[config.mk]
export PLATFORM = sky130hd
export DESIGN_NAME = axicb_slv_switch_rd_gen
export DESIGN_NICKNAME = d
export VERILOG_FILES = /design/src/rtl/axicb_slv_switch_rd_gen.sv
export SDC_FILE = /design/constraint.sdc
export NUM_CORES = 1
export LEC_CHECK = 0
export BUFFER_PORTS_ARGS = -buffer_cell sky130_fd_sc_hd__buf_2
export CAP_MARGIN = 10
export CORE_AREA = 2 2 200 202
export CTS_CLUSTER_DIAMETER = 100
export DETAILED_ROUTE_END_ITERATION = 8
export DIE_AREA = 0 0 202 204
export PLACE_DENSITY = 0.3
export SYNTH_ARGS = -nofsm -noshare
export SYNTH_HDL_FRONTEND = slang
export SYNTH_SLANG_ARGS = --single-unit
[constraint.sdc]
create_clock -name aclk -period 5.2 [get_ports aclk]
set_input_delay 1.04 -clock aclk [delete_from_list [all_inputs] [get_ports aclk]]
set_output_delay 1.04 -clock aclk [all_outputs]
set_load 0.1 [all_outputs]
[src/rtl/axicb_slv_switch_rd_gen.sv]
// Read-path slave switch: AR decode/route, in-order R return, local DECERR.
// Optional AXICB_DECERR_CNT_EN adds a saturating DECERR request counter.
module axicb_slv_switch_rd_gen #(
  parameter int AXI_ADDR_W = 32,
  parameter int AXI_ID_W = 8,
  parameter int SLV_NB = 8,
  parameter int OSTDREQ_NUM = 4,
  parameter logic [SLV_NB-1:0] MST_ROUTES = {SLV_NB{1'b1}},
  parameter logic [SLV_NB*AXI_ADDR_W-1:0] SLV_START_ADDR = '0,
  parameter logic [SLV_NB*AXI_ADDR_W-1:0] SLV_END_ADDR = '1,
  parameter int ARCH_W = AXI_ADDR_W+AXI_ID_W+8,
  parameter int RCH_W = AXI_ID_W+2+32
)(
  input  logic                    aclk,
  input  logic                    srst,
  input  logic                    i_arvalid,
  output logic                    i_arready,
  input  logic [ARCH_W-1:0]       i_arch,
  output logic                    i_rvalid,
  input  logic                    i_rready,
  output logic                    i_rlast,
  output logic [RCH_W-1:0]        i_rch,
  output logic [SLV_NB-1:0]       o_arvalid,
  input  logic [SLV_NB-1:0]       o_arready,
  output logic [ARCH_W-1:0]       o_arch,
  input  logic [SLV_NB-1:0]       o_rvalid,
  output logic [SLV_NB-1:0]       o_rready,
  input  logic [SLV_NB-1:0]       o_rlast,
  input  logic [SLV_NB*RCH_W-1:0] o_rch
`ifdef AXICB_DECERR_CNT_EN
  ,
  output logic [15:0]             o_decerr_cnt
`endif
);

  localparam int SEL_W = (SLV_NB > 1) ? $clog2(SLV_NB) : 1;
  localparam int PTR_W = $clog2(OSTDREQ_NUM) + 1;
  localparam int IDX_W = PTR_W - 1;

  logic [AXI_ADDR_W-1:0] ar_addr;
  logic [AXI_ID_W-1:0]   ar_id;
  logic [7:0]            ar_len;
  logic [SEL_W-1:0]      sel;
  logic                  decerr;
  logic                  slv_rdy;

  logic [PTR_W-1:0] wr_ptr;
  logic [PTR_W-1:0] rd_ptr;
  logic [PTR_W-1:0] count;
  logic             full;
  logic             empty;
  logic             push;
  logic             pop;

  logic [SEL_W-1:0]    fifo_sel [OSTDREQ_NUM];
  logic                fifo_dec [OSTDREQ_NUM];
  logic [AXI_ID_W-1:0] fifo_id  [OSTDREQ_NUM];
  logic [7:0]          fifo_len [OSTDREQ_NUM];

  logic [SEL_W-1:0]    h_sel;
  logic                h_dec;
  logic [AXI_ID_W-1:0] h_id;
  logic [7:0]          h_len;
  logic [7:0]          beat;

  assign ar_addr = i_arch[AXI_ADDR_W-1:0];
  assign ar_id   = i_arch[AXI_ADDR_W +: AXI_ID_W];
  assign ar_len  = i_arch[AXI_ADDR_W+AXI_ID_W +: 8];
  assign o_arch  = i_arch;

  // Descending scan so the lowest matching slave wins.
  always_comb begin
    sel    = '0;
    decerr = 1'b1;
    for (int k = SLV_NB-1; k >= 0; k--) begin
      if (MST_ROUTES[k] &&
          ar_addr >= SLV_START_ADDR[k*AXI_ADDR_W +: AXI_ADDR_W] &&
          ar_addr <= SLV_END_ADDR[k*AXI_ADDR_W +: AXI_ADDR_W]) begin
        sel    = SEL_W'(k);
        decerr = 1'b0;
      end
    end
  end

  assign count = wr_ptr - rd_ptr;
  assign full  = (count == PTR_W'(OSTDREQ_NUM));
  assign empty = (wr_ptr == rd_ptr);

  always_comb begin
    slv_rdy   = 1'b0;
    o_arvalid = '0;
    for (int k = 0; k < SLV_NB; k++) begin
      if (sel == SEL_W'(k)) begin
        slv_rdy      = o_arready[k];
        o_arvalid[k] = !srst && i_arvalid && !full && !decerr;
      end
    end
  end

  assign i_arready = !srst && !full && (decerr || slv_rdy);
  assign push = i_arvalid && i_arready;
  assign pop  = i_rvalid && i_rready && i_rlast;

  always_ff @(posedge aclk) begin
    if (srst) begin
      wr_ptr <= '0;
      rd_ptr <= '0;
    end else begin
      if (push) wr_ptr <= wr_ptr + 1'b1;
      if (pop)  rd_ptr <= rd_ptr + 1'b1;
    end
  end

  always_ff @(posedge aclk) begin
    if (push) begin
      fifo_sel[wr_ptr[IDX_W-1:0]] <= sel;
      fifo_dec[wr_ptr[IDX_W-1:0]] <= decerr;
      fifo_id[wr_ptr[IDX_W-1:0]]  <= ar_id;
      fifo_len[wr_ptr[IDX_W-1:0]] <= ar_len;
    end
  end

  assign h_sel = fifo_sel[rd_ptr[IDX_W-1:0]];
  assign h_dec = fifo_dec[rd_ptr[IDX_W-1:0]];
  assign h_id  = fifo_id[rd_ptr[IDX_W-1:0]];
  assign h_len = fifo_len[rd_ptr[IDX_W-1:0]];

  always_comb begin
    i_rvalid = 1'b0;
    i_rlast  = 1'b0;
    i_rch    = '0;
    o_rready = '0;
    if (!srst && !empty) begin
      if (h_dec) begin
        i_rvalid = 1'b1;
        i_rlast  = (beat == h_len);
        i_rch[AXI_ID_W +: 2]    = 2'b11;
        i_rch[AXI_ID_W-1:0]     = h_id;
      end else begin
        for (int k = 0; k < SLV_NB; k++) begin
          if (h_sel == SEL_W'(k)) begin
            i_rvalid    = o_rvalid[k];
            i_rlast     = o_rlast[k];
            i_rch       = o_rch[k*RCH_W +: RCH_W];
            o_rready[k] = i_rready;
          end
        end
      end
    end
  end

  always_ff @(posedge aclk) begin
    if (srst) begin
      beat <= '0;
    end else if (!empty && h_dec && i_rready) begin
      beat <= i_rlast ? 8'd0 : beat + 8'd1;
    end
  end

`ifdef AXICB_DECERR_CNT_EN
  always_ff @(posedge aclk) begin
    if (srst) begin
      o_decerr_cnt <= '0;
    end else if (push && decerr && o_decerr_cnt != 16'hFFFF) begin
      o_decerr_cnt <= o_decerr_cnt + 16'd1;
    end
  end
`endif

endmodule

== After elaboration in Yosys (flattened, before gate mapping) ==
Memory sizes are Yosys's and may differ from the RTL's. A register that Yosys moved wholly into a read port is not among the register bits.
Cells that the tools add are included.
W data, S select, Z words.
Word-level totals
  flip-flop bits (word level): 14
  bits in writable memories: 68
  input bits: 412
  output and inout bits: 109
  word-level logic and storage cells: 90
  memories kept: 3
Operators by class
  add/subtract/negate cells: 4
  order comparisons: 2
  equal/unequal tests: 10
  muxes and demuxes: 51
  reductions and logical operators: 17
Memories
  fifo_id: words 4, bits a word 8, rd ports 1, clocked after Yosys merged registers in 1, wr ports 1, line 57  | logic [AXI_ID_W-1:0] fifo_id [OSTDREQ_NUM];
  fifo_len: words 4, bits a word 8, rd ports 1, clocked after Yosys merged registers in 1, wr ports 1, line 58  | logic [7:0] fifo_len [OSTDREQ_NUM];
  fifo_dec: words 4, bits a word 1, rd ports 1, clocked after Yosys merged registers in 1, wr ports 1, line 56  | logic fifo_dec [OSTDREQ_NUM];
Operators with widths (count)
  $mux W42: 9
  $ge A32 B1 Y1 const B: 1
  $le A32 B32 Y1 const B: 1
  $mux W32: 1
  $mux W1: 31
  $mux W8: 3
  $eq A3 B3 Y1 const AB: 4
  $logic_and A1 B1 Y1: 12
  $mux W2: 6
  $mux W10: 1
  $add A8 B1 Y8 const B: 1
  $eq A8 B8 Y1: 1
  $add A3 B1 Y3 const B: 2
  $eq A3 B2 Y1 const AB: 2
  $eq A3 B1 Y1 const AB: 1
  $eq A3 B3 Y1: 1
  $eq A3 B3 Y1 const B: 1
  $logic_not A1 Y1: 3
  $logic_not A3 Y1 const A: 1
  $sub A3 B3 Y3: 1
  $logic_or A1 B1 Y1: 1

== Depth between registers and ports, before layout ==
Gate-level depths: netlist (run 1).
  depth after elaboration: 15
  gate-level depth with buffers: 6
  mapped depth without buffers: 6

== Worst setup path after synthesis (run 1) ==
Ideal clock, no wire load.
  kind: in2out
  start: input srst
  end: output i_arready
  arrival: 4406 ps
  data required time: 4160 ps
  setup slack: -246 ps
  stages: 2
  buffers on the path: 1
  path through: clkbuf_1 nor4b_1
On the way
  word-level cells in the longest chain between the ends: 3
Ends and longest elaborated chain
  start, declared: line 15  | input logic srst,
  $logic_not A1 Y1: line 100  | assign i_arready = !srst && !full && (decerr || slv_rdy);
  $logic_and A1 B1 Y1 (2 in series): line 100
  end, declared: line 17  | output logic i_arready,
Every way passes these cells.

== Worst setup path in the final report (run 1) ==
  start: input srst
  end: output i_rch[18]
On the way
  word-level cells in the longest chain between the ends: 3
Ends and longest elaborated chain
  $logic_not A1 Y1: line 133  | if (!srst && !empty) begin
  $logic_and A1 B1 Y1: line 133
  $mux W42: line 133
  end, declared: line 22  | output logic [RCH_W-1:0] i_rch,
Every way passes these cells.

==> flow_summary.ini, run 1 <==
[floorplanning]
row_count = 73
die_y_um = 204
dieArea_mm2 = 0.0412
start_util_pct = 3.01
fp.dieW_um = 202
io_pins = 521
core_area_mm2 = 0.0392

[place]
dp.cells = 724
dpl_cell_area_mm2 = 0.00189
place_ws_ps = 1320
dp_hpwl_mm = 3.93
io_buffers = 95
gp_congestion = 0.572

[power_and_ir_drop]
cellLeakagePower_nw = 0.823
switchingPower_mw = 0.242
peakVddDrop_mv = 0.0531
p_comb_share_pct = 59.7
seqPwrFrac_pct = 11.4
internal_power_mw = 0.186
netSwitchingFraction_pct = 56.5
total_power_mw = 0.429
clockPowerShare_pct = 28.9
power_density_mw_per_mm2 = 218

[critical_path]
worstPathCellList = buf_2 -> a31oi_4 -> buf_4 -> and2_1 -> buf_2
worstReg2RegStart = wr_ptr[2]
max_stage_delay_ps = 600
cpMaxStageDelayCell = a31oi_4
start_kind = input pin
cp_data_arrival_time_ps = 2730
crit_family = buffers and inverters
cp.required_ps = 4160
cp.buffers_inverters = 3
path_common_cell = buf_2
crit_path_end_kind = output port
crit_start = srst
cp_max_fo = 27
worstSetupPathType = in -> out

[yosys]
ys_types = 28
synth-seq-cells = 6
netlist_area_mm2 = 0.00118
syn_inst = 157
synth_area_per_cell_um2 = 7.52
synth-seq-area-share_pct = 10.2
yosys_warnings = 0

[sta]
grt_setup_unrepaired = no
setup_ws_ps = 1430
max_slew_margin_pct = 53.5
tightest_slew_ps = 697
finalHoldViolCount = 0
finalCriticalPeriod_ps = 3770
final_max_slew_viol_count = 0
fin_crit_sh_pct = 72.4
tns_ps = 0
setup_viol = 0
fmax_mhz = 265
fin_skew_ps = 1.10
timing.hold.ws_ps = 475

[routing]
vias = 1055
wire_per_inst_um = 6.21
ant_nets = 0
vias_per_cell = 1.45
drt_wl_total_mm = 4.52
drcViolationCount = 0
drtPass1Iterations = 3
initialDrtViolationCount = 23

[clock_tree]
clock_sinks = 6
worstSkewPairLatency_ps = 230
cts_tree = done
cts_hold_buffers = 0
cts_root_buffer = clkbuf_16
numCtsBuffers = 3
htreeDepth = 1
clkTransAtPathRegs_ps = 30
cts.repair.resized = 0
cts_buffer_depth = 2
post-cts-setup-buffer-count = 0

[status]
run_status = complete, no violations

[grt]
grt_antenna_before_repair = 4
grt_pass1_vias = 887
gr-total-overflow = 0
grt_usage_pct = 2.04
grt_max_degree = 28
grt_pass1_wl_mm = 5.77

[finish]
fin_area_mm2 = 0.00197
stdcell_count = 728
nFillCells = 4647
areaGrowthSynthToFinish_pct = 66.9
drive_gt1_share_pct = 51.0
final_util_pct = 5.03
fin_nets = 621

[worst_hold_path]
min_from = rd_ptr[2]
hold_class = reg -> reg

[job]
drv_cap = 0
==> final cells by class <==
cell class / count / area, µm² / area share (%)
Inverter: 2 / 7.51 / 0.381
Sequential cell: 6 / 120 / 6.09
Tap cell: 525 / 657 / 33.3
Clock buffer: 3 / 75.1 / 3.81
Multi-Input combinational cell: 95 / 627 / 31.8
Timing Repair Buffer: 96 / 483 / 24.5
Antenna cell: 1 / 2.50 / 0.127
==> cells by family (layout without fill, tap and decap cells) <==
logic type | after synthesis | count (layout) | synth area share [%]
AO/OA/AOI/OAI | 7 | 7 | 4.98
XOR/XNOR | 2 | 2 | 1.48
adder cells (fa/ha/maj) | 5 | 5 | 5.30
buffers and inverters | 69 | 101 | 41.6
flip-flops | 6 | 6 | 10.2
multiplexers | 2 | 2 | 1.80
other | 1 | 15 | 0.317
AND/OR/NAND/NOR | 65 | 65 | 34.3
==> final timing paths <==
kind | cells after the start | slack, ps | end
max reg2reg | 4 | 3380 | wr_ptr[2]
min reg2reg | 1 | 470 | rd_ptr[2]
min | 1 | 470 | rd_ptr[2]
max | 5 | 1430 | i_rch[18]
==> registers in the layout (all words and copies together), names as in the netlist <==
signal	count
wr_ptr	3
rd_ptr	3
==> metal layers <==
metal	track usage [%]	share of wire, %	vias to the layer above	wire length (µm)
met5	0	0.84	-	38
met4	1.84	6.4	6	289
met3	1.40	14	31	653
met2	3.29	48	68	2170
met1	1.70	30	435	1370
li1	-	-	515	-
==> worst register-to-register path, cell delays in order (launching register included) <==
cell,delay [ps]
dfxtp_1,320
xnor2_1,530
nor3_1,210
nor3_1,290
mux2_2,360
==> synthesized netlist by cell type, drive strengths merged <==
master | instances | area, µm²
buf | 62 | 465
and2 | 46 | 288
dfxtp | 6 | 120
clkbuf | 5 | 18.8
ha | 5 | 62.6
a31oi | 3 | 25.0
nand2 | 3 | 11.3
inv | 2 | 7.51
nand4 | 2 | 12.5
nor2 | 2 | 7.51
nor2b | 2 | 12.5
nor3 | 2 | 10.0
nor4b | 2 | 17.5
xnor2 | 2 | 17.5
a211oi | 1 | 12.5
a21oi | 1 | 5.00
a31o | 1 | 8.76
and3 | 1 | 6.26
and4 | 1 | 8.76
conb | 1 | 3.75
mux2 | 1 | 11.3
mux2i | 1 | 10.0
nand2b | 1 | 6.26
nand3 | 1 | 5.00
nand4b | 1 | 8.76
o31ai | 1 | 7.51
or3 | 1 | 11.3
==> power by group through the flow <==
stage / Combinational [mW] / Sequential (mW) / Clock (mW)
2_1_floorplan: 0.394 / 0.0492 / 0
3_3_place_gp: 0.259 / 0.0495 / 0
3_5_place_dp: 0.259 / 0.0495 / 0
4_1_cts: 0.260 / 0.0488 / 0.128
5_1_grt: 0.267 / 0.0490 / 0.130
6_report: 0.256 / 0.0488 / 0.124
==> layout by cell type, fill, tap and decap left out, types with 2 or more instances in the layout <==
master and instances:
clkbuf_16 3, conb_1 14, nand4_1 2, buf_2 95
dfxtp_1 6, ha_1 5, inv_1 2, nand2_1 3
nor2b_1 2, xnor2_1 2, nor3_1 2, nor2_1 2
a31oi_1 2, nor4b_1 2, and2_1 46
(Power assumes the default switching activity.)
==> inputs of run 2 (changes only) <==
ABC_AREA = 1   (was default)
CORE_AREA = 2 2 201 203   (was 2 2 200 202)
DIE_AREA = 0 0 203 205   (was 0 0 202 204)
PLACE_DENSITY = 0.31   (was 0.3)
clock period = 3.5 ns   (was 5.2 ns; I/O delays follow)
==> flow_summary.ini, run 2 <==
[yosys]
synthTopCellsByCount = 62 x buf_4, 61 x inv_1, 40 x nor2_4
yosys-top-cells-area = buf_4 28%, nor2_4 27%, inv_1 14%
synth-seq-area-share_pct = 7.10
syn_inst = 231
synth-seq-cells = 6
ys_types = 20
synth_edf_count = 0
async_flop_share_pct = 0
yosysMostFrequentCell = buf_4
ys.flop_type = dfxtp_1
yosys.area.top_type = buf_4
synth_area_per_cell_um2 = 7.32
netlist_area_mm2 = 0.00169
yosys_warnings = 0
synth_top_area_share_pct = 27.5

[routing]
dr_wl_met3_um = 488
vias_per_cell = 1.61
vias = 1295
dr_wl_met2_mm = 2.52
top_layer_used = met4
ant_nets = 0
drcViolationCount = 0
drtPass1Iterations = 3
drt-met1-wl_mm = 1.82
initialDrtViolationCount = 40
drt_wl_total_mm = 4.90
wire_per_inst_um = 6.11

[clock_tree]
post-cts-setup-buffer-count = 0
htreeDepth = 1
cts_buffer_depth = 2
cts_root_buffer = clkbuf_16
cts_tree = done
clkTransAtPathRegs_ps = 30
clock_sinks = 6
numCtsBuffers = 3
cts.repair.resized = 0
cts_hold_buffers = 0
worstSkewPairLatency_ps = 230

[power_and_ir_drop]
clockPowerShare_pct = 28.2
p_comb_share_pct = 60.8
internal_power_mw = 0.288
power_density_mw_per_mm2 = 259
netSwitchingFraction_pct = 55.7
peakVddDrop_mv = 0.0921
switchingPower_mw = 0.362
cellLeakagePower_nw = 1.18
seqPwrFrac_pct = 11.1

[critical_path]
start_kind = flop
crit_path_end_kind = output port
worstReg2RegStart = rd_ptr[1]
cp_data_arrival_time_ps = 2150
cp_max_fo = 44
worstSetupPathType = reg -> out
cp.required_ps = 2800
crit_start = wr_ptr[0]

[grt]
grt_pass1_vias = 1112
grt_pass1_wl_mm = 6.55
gr-total-overflow = 0
grt_usage_pct = 2.10
grt_antenna_before_repair = 1
grt_max_degree = 45

[worst_hold_path]
hold_class = reg -> reg
min_from = rd_ptr[1]

[sta]
setup_viol = 0
fmax_mhz = 351
grt_setup_unrepaired = no
fin_crit_sh_pct = 81.5
fin_skew_ps = 2.14
timing.hold.ws_ps = 487
finalCriticalPeriod_ps = 2850
max_slew_margin_pct = 64.1
tightest_slew_ps = 538
finalHoldViolCount = 0
tns_ps = 0
final_max_slew_viol_count = 0

[finish]
multi_input_area_um2 = 838
drive_gt1_share_pct = 53.8
mostFrequentLayoutCells = 89 x buf_2, 61 x inv_1, 40 x nor2_4
fin_nets = 696
nFillCells = 4633
reg.largest.list = rd_ptr (3), wr_ptr (3)
mostFrequentLayoutCell = buf_2
stdcell_count = 802
areaGrowthSynthToFinish_pct = 48.5
diodes = 0
seqCellArea_um2 = 120

[floorplanning]
core_area_mm2 = 0.0394
row_count = 73
fp.dieW_um = 203
io_pins = 521
dieArea_mm2 = 0.0416
die_y_um = 205
start_util_pct = 4.30

[place]
dp.cells = 799
gp_congestion = 0.638
dp_hpwl_mm = 4.35
io_buffers = 95

[job]
drv_cap = 0

[status]
run_status = complete, no violations
run 2: metal layers:
| layer | track usage, % | vias to the layer above |
|---|---|---|
| met1 | 2.33 | 556 |
| met3 | 0.652 | 6 |
| met2 | 3.77 | 69 |
| li1 | - | 664 |
| met5 | 0 | - |
| met4 | 0.782 | 0 |
run 2: metrics by stage:
stage	setup WS (ps)	cell area [µm²]	power, mW	util (%)
finish	647	2510	0.650	6.38
global route	496	2510	0.678	6.38
CTS	611	2510	0.661	6.38
detailed placement	688	2440	0.473	6.19
global placement	684	2440	0.473	6.19
floorplan	477	1740	0.679	-
run 2: power by group through the flow:
stage	clock network, mW	registers [mW]	logic, mW
after floorplan	0	0.0725	0.607
after global placement	0	0.0730	0.400
after detailed placement	0	0.0730	0.400
after CTS	0.188	0.0719	0.401
after global routing	0.190	0.0721	0.415
final	0.183	0.0719	0.395
run 2: worst paths after layout:
kind / end / slack [ps] / cells after the start
max: i_rch[26] / 650 / 9
min: rd_ptr[1] / 490 / 2
max reg2reg: wr_ptr[0] / 2060 / 9
min reg2reg: rd_ptr[1] / 490 / 2
run 2: area by class of cell:
type	instances	share of cell area [%]
inverter	63	9.41
sequential	6	4.78
timing repair buffer	96	23.3
multi-input combinational	109	33.4
clock buffer	3	2.99
tap	525	26.1
run 2: cells by family (layout without fill, tap and decap cells):
kind of cell | Yosys count | after routing | synth area share (%)
xor+xnor | 1 | 1 | 0.518
compound gates | 4 | 4 | 1.18
other cells | 1 | 14 | 0.222
simple gates | 85 | 85 | 41.1
fa+ha+maj | 5 | 5 | 3.70
buf+inv | 129 | 162 | 46.2
flops | 6 | 6 | 7.10
run 2: worst max-delay path, cell delays in order (launching register included):
cell and delay, ps:
dfxtp_1 350, inv_1 90, ha_1 290, nand2_1 70, inv_1 90, nand2_4 120
nand2_4 50, buf_12 220, nor2_4 130, buf_2 440
==> inputs of run 3 (changes only) <==
clock period = 2.7 ns   (was 3.5 ns; I/O delays follow)
==> flow_summary.ini, run 3 (synthesis results as in run 2) <==
[routing]
wire_per_inst_um = 6.80
initialDrtViolationCount = 31
vias = 1329
drtPass1Iterations = 3
vias_per_cell = 1.64
drt_wl_total_mm = 5.50
drcViolationCount = 0
ant_nets = 0

[power_and_ir_drop]
power_density_mw_per_mm2 = 300
total_power_mw = 0.947
p_comb_share_pct = 65.1
seqPwrFrac_pct = 9.8
netSwitchingFraction_pct = 51.7
cellLeakagePower_nw = 1.31
clockPowerShare_pct = 25.1
switchingPower_mw = 0.490
peakVddDrop_mv = 0.129
internal_power_mw = 0.457

[critical_path]
crit_path_end_kind = output port
worstReg2RegStart = wr_ptr[0]
reg2regPathDepth = 9
r2r_end = rd_ptr[2]
r2r_slack_ps = 1230
cp_data_arrival_time_ps = 1930
worstSetupPathType = reg -> out
cp_max_fo = 13
start_kind = flop
cp.required_ps = 2160

[worst_hold_path]
hold_depth = 2
min_from = rd_ptr[1]
worstHoldEndpoint = rd_ptr[1]
hold_class = reg -> reg

[place]
place_ws_ps = 315
dp.cells = 804
dp_hpwl_mm = 5.00
gp_congestion = 0.667
io_buffers = 95

[grt]
grt_max_degree = 14
grt_pass1_wl_mm = 7.49
gr-total-overflow = 0
grt_usage_pct = 2.42
grt_antenna_before_repair = 2
grt_pass1_vias = 1284

[sta]
fmax_mhz = 404
fin_crit_sh_pct = 91.6
finalCriticalPeriod_ps = 2470
setup_ws_ps = 227
finalHoldViolCount = 0
grt_setup_unrepaired = no
fin_skew_ps = 1.97
final_max_slew_viol_count = 0
setup_viol = 0
tightest_slew_ps = 532
max_slew_margin_pct = 64.8

[finish]
final_util_pct = 8.02
nFillCells = 4600
drive_gt1_share_pct = 54.6
areaGrowthSynthToFinish_pct = 86.6
reg.largest.list = rd_ptr (3), wr_ptr (3)
mostFrequentLayoutCell = inv_1
fin_nets = 701
stdcell_count = 808
mostFrequentLayoutCells = 61 x inv_1, 51 x buf_2, 47 x buf_12

[floorplanning]
dieArea_mm2 = 0.0416
die_y_um = 205
start_util_pct = 4.30
fp.dieW_um = 203
core_area_mm2 = 0.0394
io_pins = 521
row_count = 73

[clock_tree]
clkTransAtPathRegs_ps = 30
clock_sinks = 6
worstSkewPairLatency_ps = 230
numCtsBuffers = 3
cts_buffer_depth = 2
cts_hold_buffers = 0
cts.repair.resized = 0
cts_root_buffer = clkbuf_16
post-cts-setup-buffer-count = 0
cts_tree = done
htreeDepth = 1

[job]
drv_cap = 0

[status]
run_status = complete, no violations
[run 3: cell types whose count changed in the layout (fill, tap and decap cells not counted), sizes merged]
cell and change:
buf +5, diode +1
[run 3: how the worst max path moves through the flow]
| stage | start | end |
|---|---|---|
| after floorplan | wr_ptr[0] | i_rch[6] |
| after global placement | rd_ptr[1] | i_rch[12] |
| after detailed placement | rd_ptr[1] | i_rch[12] |
| after CTS | rd_ptr[1] | i_rch[35] |
| after global routing | rd_ptr[1] | i_rch[11] |
| final | wr_ptr[0] | i_rch[11] |
[run 3: stage by stage]
stage / hold WS, ps / TNS, ps / area (µm²)
finish: 484 / 0 / 3160
global placement: 484 / 0 / 3070
detailed placement: 484 / 0 / 3070
global route: 516 / 0 / 3150
floorplan: 456 / -596 / 1740
CTS: 489 / 0 / 3150
[run 3: layout make-up]
| type | count | area [µm²] | area share (%) |
|---|---|---|---|
| Inverter | 63 | 236 | 7.49 |
| Tap cell | 525 | 657 | 20.8 |
| Antenna cell | 1 | 2.50 | 0.0793 |
| Multi-Input combinational cell | 109 | 847 | 26.8 |
| Clock buffer | 3 | 75.1 | 2.38 |
| Timing Repair Buffer | 101 | 1220 | 38.6 |
| Sequential cell | 6 | 120 | 3.80 |
[run 3: layer usage]
layer | global-route usage (%) | share of wire [%]
met1 | 2.45 | 34
met2 | 4.40 | 52
met3 | 1.10 | 13
met4 | 0.782 | 1.0
met5 | 0 | 0
[run 3: critical path, cell delays in order, from the launching register on]
cell and delay, ps:
dfxtp_1 350, inv_1 80, ha_1 290, nand2_1 70, inv_1 90, nand2_4 130
nand2_8 150, buf_4 240, nor2_4 110, buf_12 180
[run 3: power by group through the flow]
stage               clock network (mW)  registers, mW  logic, mW
floorplan                            0         0.0940      0.786
global placement                     0         0.0946      0.622
detailed placement                   0         0.0945      0.621
CTS                              0.243         0.0932      0.622
global route                     0.246         0.0933      0.645
finish                           0.237         0.0932      0.616
